[src/rtl/apb_uart_rx_fifo.sv]
// APB-slave UART receiver with parametrised receive FIFO, optional parity,
// 5-8 bit frames and a 16-bit programmable bit period.
module apb_uart_rx_fifo #(
    parameter int unsigned FIFO_DEPTH = 8,
    parameter int unsigned PTR_W      = $clog2(FIFO_DEPTH)
) (
    input  logic       clk,
    input  logic       n_rst,
    input  logic       serial_in,
    input  logic       psel,
    input  logic       penable,
    input  logic       pwrite,
    input  logic [2:0] paddr,
    input  logic [7:0] pwdata,
    output logic [7:0] prdata,
    output logic       pslverr
);
    localparam int unsigned CNT_W = PTR_W + 1;
    localparam int unsigned BP_W  = 16;

    typedef enum logic [2:0] {ST_IDLE, ST_START, ST_DATA, ST_PARITY, ST_STOP} state_e;

    logic            sync1_q, sync1_d, line_q, line_d, line_prev_q, line_prev_d;
    state_e          state_q, state_d;
    logic [BP_W-1:0] cnt_q, cnt_d, frame_bp_q, frame_bp_d, bit_period_q, bit_period_d;
    logic [3:0]      frame_size_q, frame_size_d, data_size_q, data_size_d;
    logic [1:0]      frame_par_q, frame_par_d, parity_mode_q, parity_mode_d;
    logic [2:0]      bit_idx_q, bit_idx_d;
    logic [7:0]      shreg_q, shreg_d, done_data_q, done_data_d;
    logic            par_bit_q, par_bit_d;
    logic            done_q, done_d, done_ok_q, done_ok_d;
    logic            done_ferr_q, done_ferr_d, done_perr_q, done_perr_d;
    logic [7:0]      mem_q [FIFO_DEPTH];
    logic [7:0]      mem_d [FIFO_DEPTH];
    logic [PTR_W-1:0] wr_ptr_q, wr_ptr_d, rd_ptr_q, rd_ptr_d;
    logic [CNT_W-1:0] count_q, count_d;
    logic            err_framing_q, err_framing_d, err_parity_q, err_parity_d;
    logic            err_overrun_q, err_overrun_d;

    logic            fifo_empty, fifo_full, rd_acc, wr_acc, wr_err, pop, push_req, push_ok;
    logic            err_clear, sample_now, par_mismatch;
    logic [BP_W-1:0] bp_eff;

    assign fifo_empty = (count_q == '0);
    assign fifo_full  = (count_q == CNT_W'(FIFO_DEPTH));
    assign rd_acc     = psel & penable & ~pwrite;
    assign wr_acc     = psel & penable & pwrite;
    assign pop        = rd_acc & (paddr == 3'd6) & ~fifo_empty;
    assign err_clear  = rd_acc & (paddr == 3'd1);
    assign push_req   = done_q & done_ok_q;
    assign push_ok    = push_req & (~fifo_full | pop);
    assign bp_eff     = (bit_period_q < BP_W'(2)) ? BP_W'(2) : bit_period_q;
    assign sample_now = (cnt_q == '0);
    assign par_mismatch = ((^shreg_q) ^ par_bit_q) != (frame_par_q == 2'd2);

    // Write legality; asserted in both setup and access phases
    always_comb begin
        wr_err = 1'b0;
        if (psel && pwrite) begin
            case (paddr)
                3'd0, 3'd1, 3'd6, 3'd7: wr_err = 1'b1;
                3'd4:    wr_err = (pwdata < 8'd5) || (pwdata > 8'd8);
                3'd5:    wr_err = (pwdata[1:0] == 2'd3);
                default: wr_err = 1'b0;
            endcase
        end
    end

    // Combinational read mux and error response
    always_comb begin
        prdata  = 8'h00;
        pslverr = wr_err;
        if (psel) begin
            case (paddr)
                3'd0: prdata = {6'b0, fifo_full, ~fifo_empty};
                3'd1: prdata = {5'b0, err_parity_q, err_overrun_q, err_framing_q};
                3'd2: prdata = bit_period_q[7:0];
                3'd3: prdata = bit_period_q[15:8];
                3'd4: prdata = {4'b0, data_size_q};
                3'd5: prdata = {6'b0, parity_mode_q};
                3'd6: prdata = fifo_empty ? 8'h00 : mem_q[rd_ptr_q];
                default: prdata = 8'(count_q);
            endcase
        end
    end

    // Next-state: config registers, receive FSM, FIFO and sticky errors
    always_comb begin
        sync1_d       = serial_in;
        line_d        = sync1_q;
        line_prev_d   = line_q;
        state_d       = state_q;
        cnt_d         = cnt_q;
        frame_bp_d    = frame_bp_q;
        frame_size_d  = frame_size_q;
        frame_par_d   = frame_par_q;
        bit_idx_d     = bit_idx_q;
        shreg_d       = shreg_q;
        par_bit_d     = par_bit_q;
        done_d        = 1'b0;
        done_ok_d     = 1'b0;
        done_ferr_d   = 1'b0;
        done_perr_d   = 1'b0;
        done_data_d   = done_data_q;
        bit_period_d  = bit_period_q;
        data_size_d   = data_size_q;
        parity_mode_d = parity_mode_q;
        mem_d         = mem_q;
        wr_ptr_d      = wr_ptr_q;
        rd_ptr_d      = rd_ptr_q;
        count_d       = count_q;

        if (wr_acc && !wr_err) begin
            case (paddr)
                3'd2:    bit_period_d[7:0]  = pwdata;
                3'd3:    bit_period_d[15:8] = pwdata;
                3'd4:    data_size_d        = pwdata[3:0];
                3'd5:    parity_mode_d      = pwdata[1:0];
                default: ;
            endcase
        end

        case (state_q)
            ST_IDLE: begin
                if (line_prev_q && !line_q) begin
                    state_d      = ST_START;
                    frame_bp_d   = bp_eff;
                    frame_size_d = data_size_q;
                    frame_par_d  = parity_mode_q;
                    cnt_d        = (bp_eff >> 1) - BP_W'(1);
                    bit_idx_d    = 3'd0;
                    shreg_d      = 8'h00;
                end
            end
            ST_START: begin
                if (!sample_now) begin
                    cnt_d = cnt_q - BP_W'(1);
                end else if (line_q) begin
                    state_d = ST_IDLE;
                end else begin
                    state_d = ST_DATA;
                    cnt_d   = frame_bp_q - BP_W'(1);
                end
            end
            ST_DATA: begin
                if (!sample_now) begin
                    cnt_d = cnt_q - BP_W'(1);
                end else begin
                    shreg_d[bit_idx_q] = line_q;
                    cnt_d = frame_bp_q - BP_W'(1);
                    if (bit_idx_q == 3'(frame_size_q - 4'd1)) begin
                        state_d = (frame_par_q != 2'd0) ? ST_PARITY : ST_STOP;
                    end else begin
                        bit_idx_d = bit_idx_q + 3'd1;
                    end
                end
            end
            ST_PARITY: begin
                if (!sample_now) begin
                    cnt_d = cnt_q - BP_W'(1);
                end else begin
                    par_bit_d = line_q;
                    cnt_d     = frame_bp_q - BP_W'(1);
                    state_d   = ST_STOP;
                end
            end
            default: begin
                if (!sample_now) begin
                    cnt_d = cnt_q - BP_W'(1);
                end else begin
                    state_d     = ST_IDLE;
                    done_d      = 1'b1;
                    done_data_d = shreg_q;
                    if (!line_q) begin
                        done_ferr_d = 1'b1;
                    end else if ((frame_par_q != 2'd0) && par_mismatch) begin
                        done_perr_d = 1'b1;
                    end else begin
                        done_ok_d = 1'b1;
                    end
                end
            end
        endcase

        if (push_ok) begin
            mem_d[wr_ptr_q] = done_data_q;
            wr_ptr_d        = wr_ptr_q + PTR_W'(1);
        end
        if (pop) begin
            rd_ptr_d = rd_ptr_q + PTR_W'(1);
        end
        if (push_ok && !pop) begin
            count_d = count_q + CNT_W'(1);
        end else if (pop && !push_ok) begin
            count_d = count_q - CNT_W'(1);
        end

        err_framing_d = (err_framing_q & ~err_clear) | (done_q & done_ferr_q);
        err_parity_d  = (err_parity_q  & ~err_clear) | (done_q & done_perr_q);
        err_overrun_d = (err_overrun_q & ~err_clear) | (push_req & fifo_full & ~pop);
    end

    // State registers with synchronous active-low reset
    always_ff @(posedge clk) begin
        if (!n_rst) begin
            sync1_q       <= 1'b1;
            line_q        <= 1'b1;
            line_prev_q   <= 1'b1;
            state_q       <= ST_IDLE;
            cnt_q         <= '0;
            frame_bp_q    <= '0;
            frame_size_q  <= 4'd8;
            frame_par_q   <= 2'd0;
            bit_idx_q     <= 3'd0;
            shreg_q       <= 8'h00;
            par_bit_q     <= 1'b0;
            done_q        <= 1'b0;
            done_ok_q     <= 1'b0;
            done_ferr_q   <= 1'b0;
            done_perr_q   <= 1'b0;
            done_data_q   <= 8'h00;
            bit_period_q  <= BP_W'(10);
            data_size_q   <= 4'd8;
            parity_mode_q <= 2'd0;
            mem_q         <= '{default: 8'h00};
            wr_ptr_q      <= '0;
            rd_ptr_q      <= '0;
            count_q       <= '0;
            err_framing_q <= 1'b0;
            err_parity_q  <= 1'b0;
            err_overrun_q <= 1'b0;
        end else begin
            sync1_q       <= sync1_d;
            line_q        <= line_d;
            line_prev_q   <= line_prev_d;
            state_q       <= state_d;
            cnt_q         <= cnt_d;
            frame_bp_q    <= frame_bp_d;
            frame_size_q  <= frame_size_d;
            frame_par_q   <= frame_par_d;
            bit_idx_q     <= bit_idx_d;
            shreg_q       <= shreg_d;
            par_bit_q     <= par_bit_d;
            done_q        <= done_d;
            done_ok_q     <= done_ok_d;
            done_ferr_q   <= done_ferr_d;
            done_perr_q   <= done_perr_d;
            done_data_q   <= done_data_d;
            bit_period_q  <= bit_period_d;
            data_size_q   <= data_size_d;
            parity_mode_q <= parity_mode_d;
            mem_q         <= mem_d;
            wr_ptr_q      <= wr_ptr_d;
            rd_ptr_q      <= rd_ptr_d;
            count_q       <= count_d;
            err_framing_q <= err_framing_d;
            err_parity_q  <= err_parity_d;
            err_overrun_q <= err_overrun_d;
        end
    end
endmodule

[config.mk]
export PLATFORM = sky130hd
export DESIGN_NAME = apb_uart_rx_fifo
export DESIGN_NICKNAME = d
export VERILOG_FILES = /design/src/rtl/apb_uart_rx_fifo.sv
export SDC_FILE = /design/constraint.sdc
export NUM_CORES = 1
export LEC_CHECK = 0
export BUFFER_PORTS_ARGS = -buffer_cell sky130_fd_sc_hd__buf_2
export CAP_MARGIN = 25
export CELL_PAD_IN_SITES_DETAIL_PLACEMENT = 0
export CELL_PAD_IN_SITES_GLOBAL_PLACEMENT = 1
export CORE_MARGIN = 8
export CORE_UTILIZATION = 36
export DETAILED_ROUTE_END_ITERATION = 10
export HOLD_SLACK_MARGIN = 0.12
export PLACE_DENSITY_LB_ADDON = 0.1
export SLEW_MARGIN = 20
export SYNTH_ARGS = -nofsm -noshare
export SYNTH_HDL_FRONTEND = slang
export SYNTH_SLANG_ARGS = --single-unit
[constraint.sdc]
create_clock -name clk -period 3.1 [get_ports clk]
set_input_delay 0.62 -clock clk [delete_from_list [all_inputs] [get_ports clk]]
set_output_delay 0.62 -clock clk [all_outputs]
set_load 0.05 [all_outputs]
==> metrics.sh <==
HOLD_VIOL=0
SYNTH-WARNING-COUNT=0
GLOBALROUTE.TOTALOVERFLOW=0
CLOCKROOTBUFFER='clkbuf_16'
DOMINANTREGCELLSYNTH='dfxtp_1'
WORSTHOLDPATHTYPE='in2reg'
CTS-RESIZED-GATES=4
CRITICAL_PATH.MAX_FANOUT=10
CRITICALPATHCATEGORY='reg2out'
SETUP_VIOL=0
FRACTION_OF_SYNTHESIZED_CELL_AREA_TAKEN_BY_THE_TOP_AREA_CELL_TYPE_PCT=39.72
VIA_COUNT=7095
PIN_COUNT=26
DETAIL_ROUTE.DRC_VIOLATIONS=0
MAXIMUM_NUMBER_OF_PINS_ON_ONE_NET_BEFORE_GLOBAL_ROUTE_REPAIR=60
GROUTE.USAGE.OVERALL_PCT=17.77
SYNTH_SEQUENTIAL_AREA_RATIO_PCT=39.72
WORST_SETUP_HOLD_PATH_CLK_SLEW_NS=0.07
DESIGN.CORE.AREA_UM2=22710
WIRE_LENGTH_OF_THE_FIRST_GLOBAL_ROUTING_PASS_UM=39740
FINAL_CELL_COUNT_NO_FILL=1313
WORST_HOLD_SLACK_NS=0.3646
INITIAL_CORE_UTIL_PCT=36.84
REPORT.POWER.TOTAL_uW=5183
CTS_BUFFERS=17
GLOBALPLACE.CONGESTION=0.8105
DRIVE_ABOVE_1_SHARE_PCT=16.44
CTS_TREE='yes'
PORT_BUFFERS=25
ANTENNA_VIOLATING_NETS_POST_ROUTE=0
WIRE_PER_INST_UM=18.71
RSZ0062_AT_GRT='false'
WORST-ENDPOINT-REQUIRED_NS=2.48
NUM_ANTENNA_CELLS=0
CRITICAL_PATH.STARTPOINT_TYPE='register'
VIAS_IN_THE_FIRST_GLOBAL_ROUTE=6997
RUN_STATUS='complete, no violations'
ARR_TIME_CRIT_PATH_NS=2.38
BUFFERS_FROM_CLOCK_ROOT_TO_SINK_AT_MOST=2
CELLLEAKAGEPOWER_uW=0.003544
NUMCLOCKSINKS=166
ENDPOINT_KIND='primary output'
FP-ROW-COUNT=55
DRTITER0DRC=391
VIAS_PER_CELL=5.404
CTS.HOLD.BUFFERS_ADDED=0
TIMING_WORST_SLEW_PIN_VALUE_NS=0.7115
ASYNCSETRESETFLOPFRACSYNTH_PCT=0
DRV_CAP=0
SYNTH.DISTINCT_CELLS=66
PEAK_SUPPLY_DROP_V=0.0003118
SYN_AVG_CELL_AREA_UM2=8.573
POST_CTS_SETUP_BUFFER_COUNT=0
P_PER_AREA_nW_PER_UM2=536.4
FINALMAXSLEWVIOLATIONS=0
DIE_H_UM=168.5
SLEW_HEADROOM_PCT=51.95
SYNTH_AREA_LEADER_CELL='dfxtp_1'
FINAL_PERIOD_MINUS_WORST_SETUP_SLACK_NS=3.002
SYNTH.NET_COUNT=1004
ACHIEVABLE_CLOCK_FREQUENCY_GHz=0.3331
DETAILEDPLACEMENTHPWL_UM=17580
CLK-INSERTION-DELAY-LATE_NS=0.43
SYNTH_EDF_COUNT=0
AREA_GROWTH_SYN_TO_LAYOUT_PCT=15.48
NETLIST_AREA_UM2=8367
DRT-TOTAL-WL_UM=24560
MIN_PERIOD_OVER_PERIOD_PCT=96.85
SETUP_TOTAL_NEGATIVE_SLACK_NS=0
POST_SYNTH_MAIN_AREA_CONTRIBUTORS='dfxtp_1 40%, nand2_1 5.3%, mux2i_1 4.9%'
FLOORPLAN.DIE_AREA_UM2=28380
FINALCLOCKSKEW_NS=0.01519
FINISH.NET_COUNT=1043
NETLIST_INSTANCES=976
YS_FF_LATCH=166
PLACE_INST=1281
DIE_W_UM=168.5
DETAILEDROUTE.FIRSTPASSITERATIONCOUNT=5
ANTENNA_FOUND_INITIAL=0
H-TREE-DEPTH=4
## layer usage
| layer | global-route usage (%) | vias up | wire length, µm | part of all wire [%] |
|---|---|---|---|---|
| li1 | - | 3604 | - | - |
| met1 | 22.39 | 3381 | 11370 | 46 |
| met2 | 30.83 | 88 | 12320 | 50 |
| met3 | 2.768 | 22 | 534 | 2.2 |
| met4 | 5.280 | 0 | 339 | 1.4 |
| met5 | 0 | - | 0 | 0 |
## per-stage QoR
step                      area (µm²)  utilization (%)  setup WS [ns]
final                           9662            42.55        0.09756
after global routing            9662            42.55        0.01497
after CTS                       9648            42.48        0.02203
after detailed placement        9059            39.89       0.009131
after global placement          9059            39.89         0.1067
after floorplan                 8367                -         0.1657
## final cells by class
cell class,count,area [µm²]
sequential,166,3327
multi-input combinational,728,4725
clock inverter,12,108.9
clock buffer,20,466.7
tap,285,356.6
timing repair buffer,86,618.1
fill,2320,13050
inverter,16,60.06
## cell usage in the layout (no fill, tap or decap), types with 16 or more instances in the layout
master and count:
buf_2 24, buf_4 58, nor3_1 16, nand3_1 76, xnor2_1 25, xor2_1 19, clkbuf_16 17, o21ai_0 80
a21oi_1 65, mux4_2 16, nand2_1 118, dfxtp_1 165, mux2i_1 39, nor2_1 76
## state kept, by name, summed over array words and instances, names as in the netlist, 2 cells and up
name / flops
bit_idx_q: 3
bit_period_q: 16
cnt_q: 16
count_q: 4
data_size_q: 4
done_data_q: 8
frame_bp_q: 16
frame_par_q: 2
frame_size_q: 3
mem_q: 64
parity_mode_q: 2
rd_ptr_q: 3
shreg_q: 8
state_q: 3
wr_ptr_q: 3
## power breakdown
group	switching, µW	total, µW	internal [µW]
sequential	58.1	2220	2170
clock	969	2090	1120
combinational	532	869	337
total	1560	5180	3620
## final timing paths
check,startpoint,to,slack (ns),depth (start not counted)
setup / recovery,rd_ptr_q[1]$_SDFFE_PN0P_,prdata[1],0.1,7
hold / removal,serial_in,line_d$_SDFF_PN1_,0.36,2
setup reg to reg,count_q[3]$_SDFFE_PN0P_,count_q[3]$_SDFFE_PN0P_,0.22,12
hold reg to reg,line_d$_SDFF_PN1_,line_prev_d$_SDFF_PN1_,0.43,1
## critical path, cell delays in order, from the launching register on
cell and delay (ns):
dfxtp_1 0.35, buf_6 0.18, buf_4 0.17, mux4_2 0.52, mux2i_2 0.22, o221ai_1 0.16, o211a_1 0.15, buf_2 0.20
## logic make-up (layout without fill, tap and decap cells)
logic type / count (synthesis) / in the layout / synth area share (%)
simple gates: 381 / 381 / 23.15
compound gates: 234 / 234 / 17.29
flops: 166 / 166 / 39.72
buf+inv: 82 / 134 / 4.008
mux: 57 / 57 / 9.212
xor+xnor: 45 / 45 / 4.890
fa+ha+maj: 11 / 11 / 1.735
## cells in the mapped netlist, types with 4 or more instances
cell type / instances
dfxtp_1: 166
nand2_1: 118
o21ai_0: 80
nand3_1: 76
nor2_1: 76
a21oi_1: 65
clkbuf_1: 50
mux2i_1: 41
xnor2_1: 25
xor2_1: 19
mux4_2: 16
nor3_1: 16
inv_1: 14
o21ai_2: 14
nor4_1: 11
buf_2: 10
ha_1: 10
or3_1: 10
a211oi_1: 9
nand3b_1: 9
nor3b_1: 9
a22oi_1: 8
and3_1: 7
nand4_1: 7
nor2b_1: 7
o211ai_1: 7
o22ai_1: 7
nand4b_1: 6
or4_1: 6
nand2b_1: 5
buf_1: 4
o31ai_1: 4
Power figures use the tool's default switching activity.
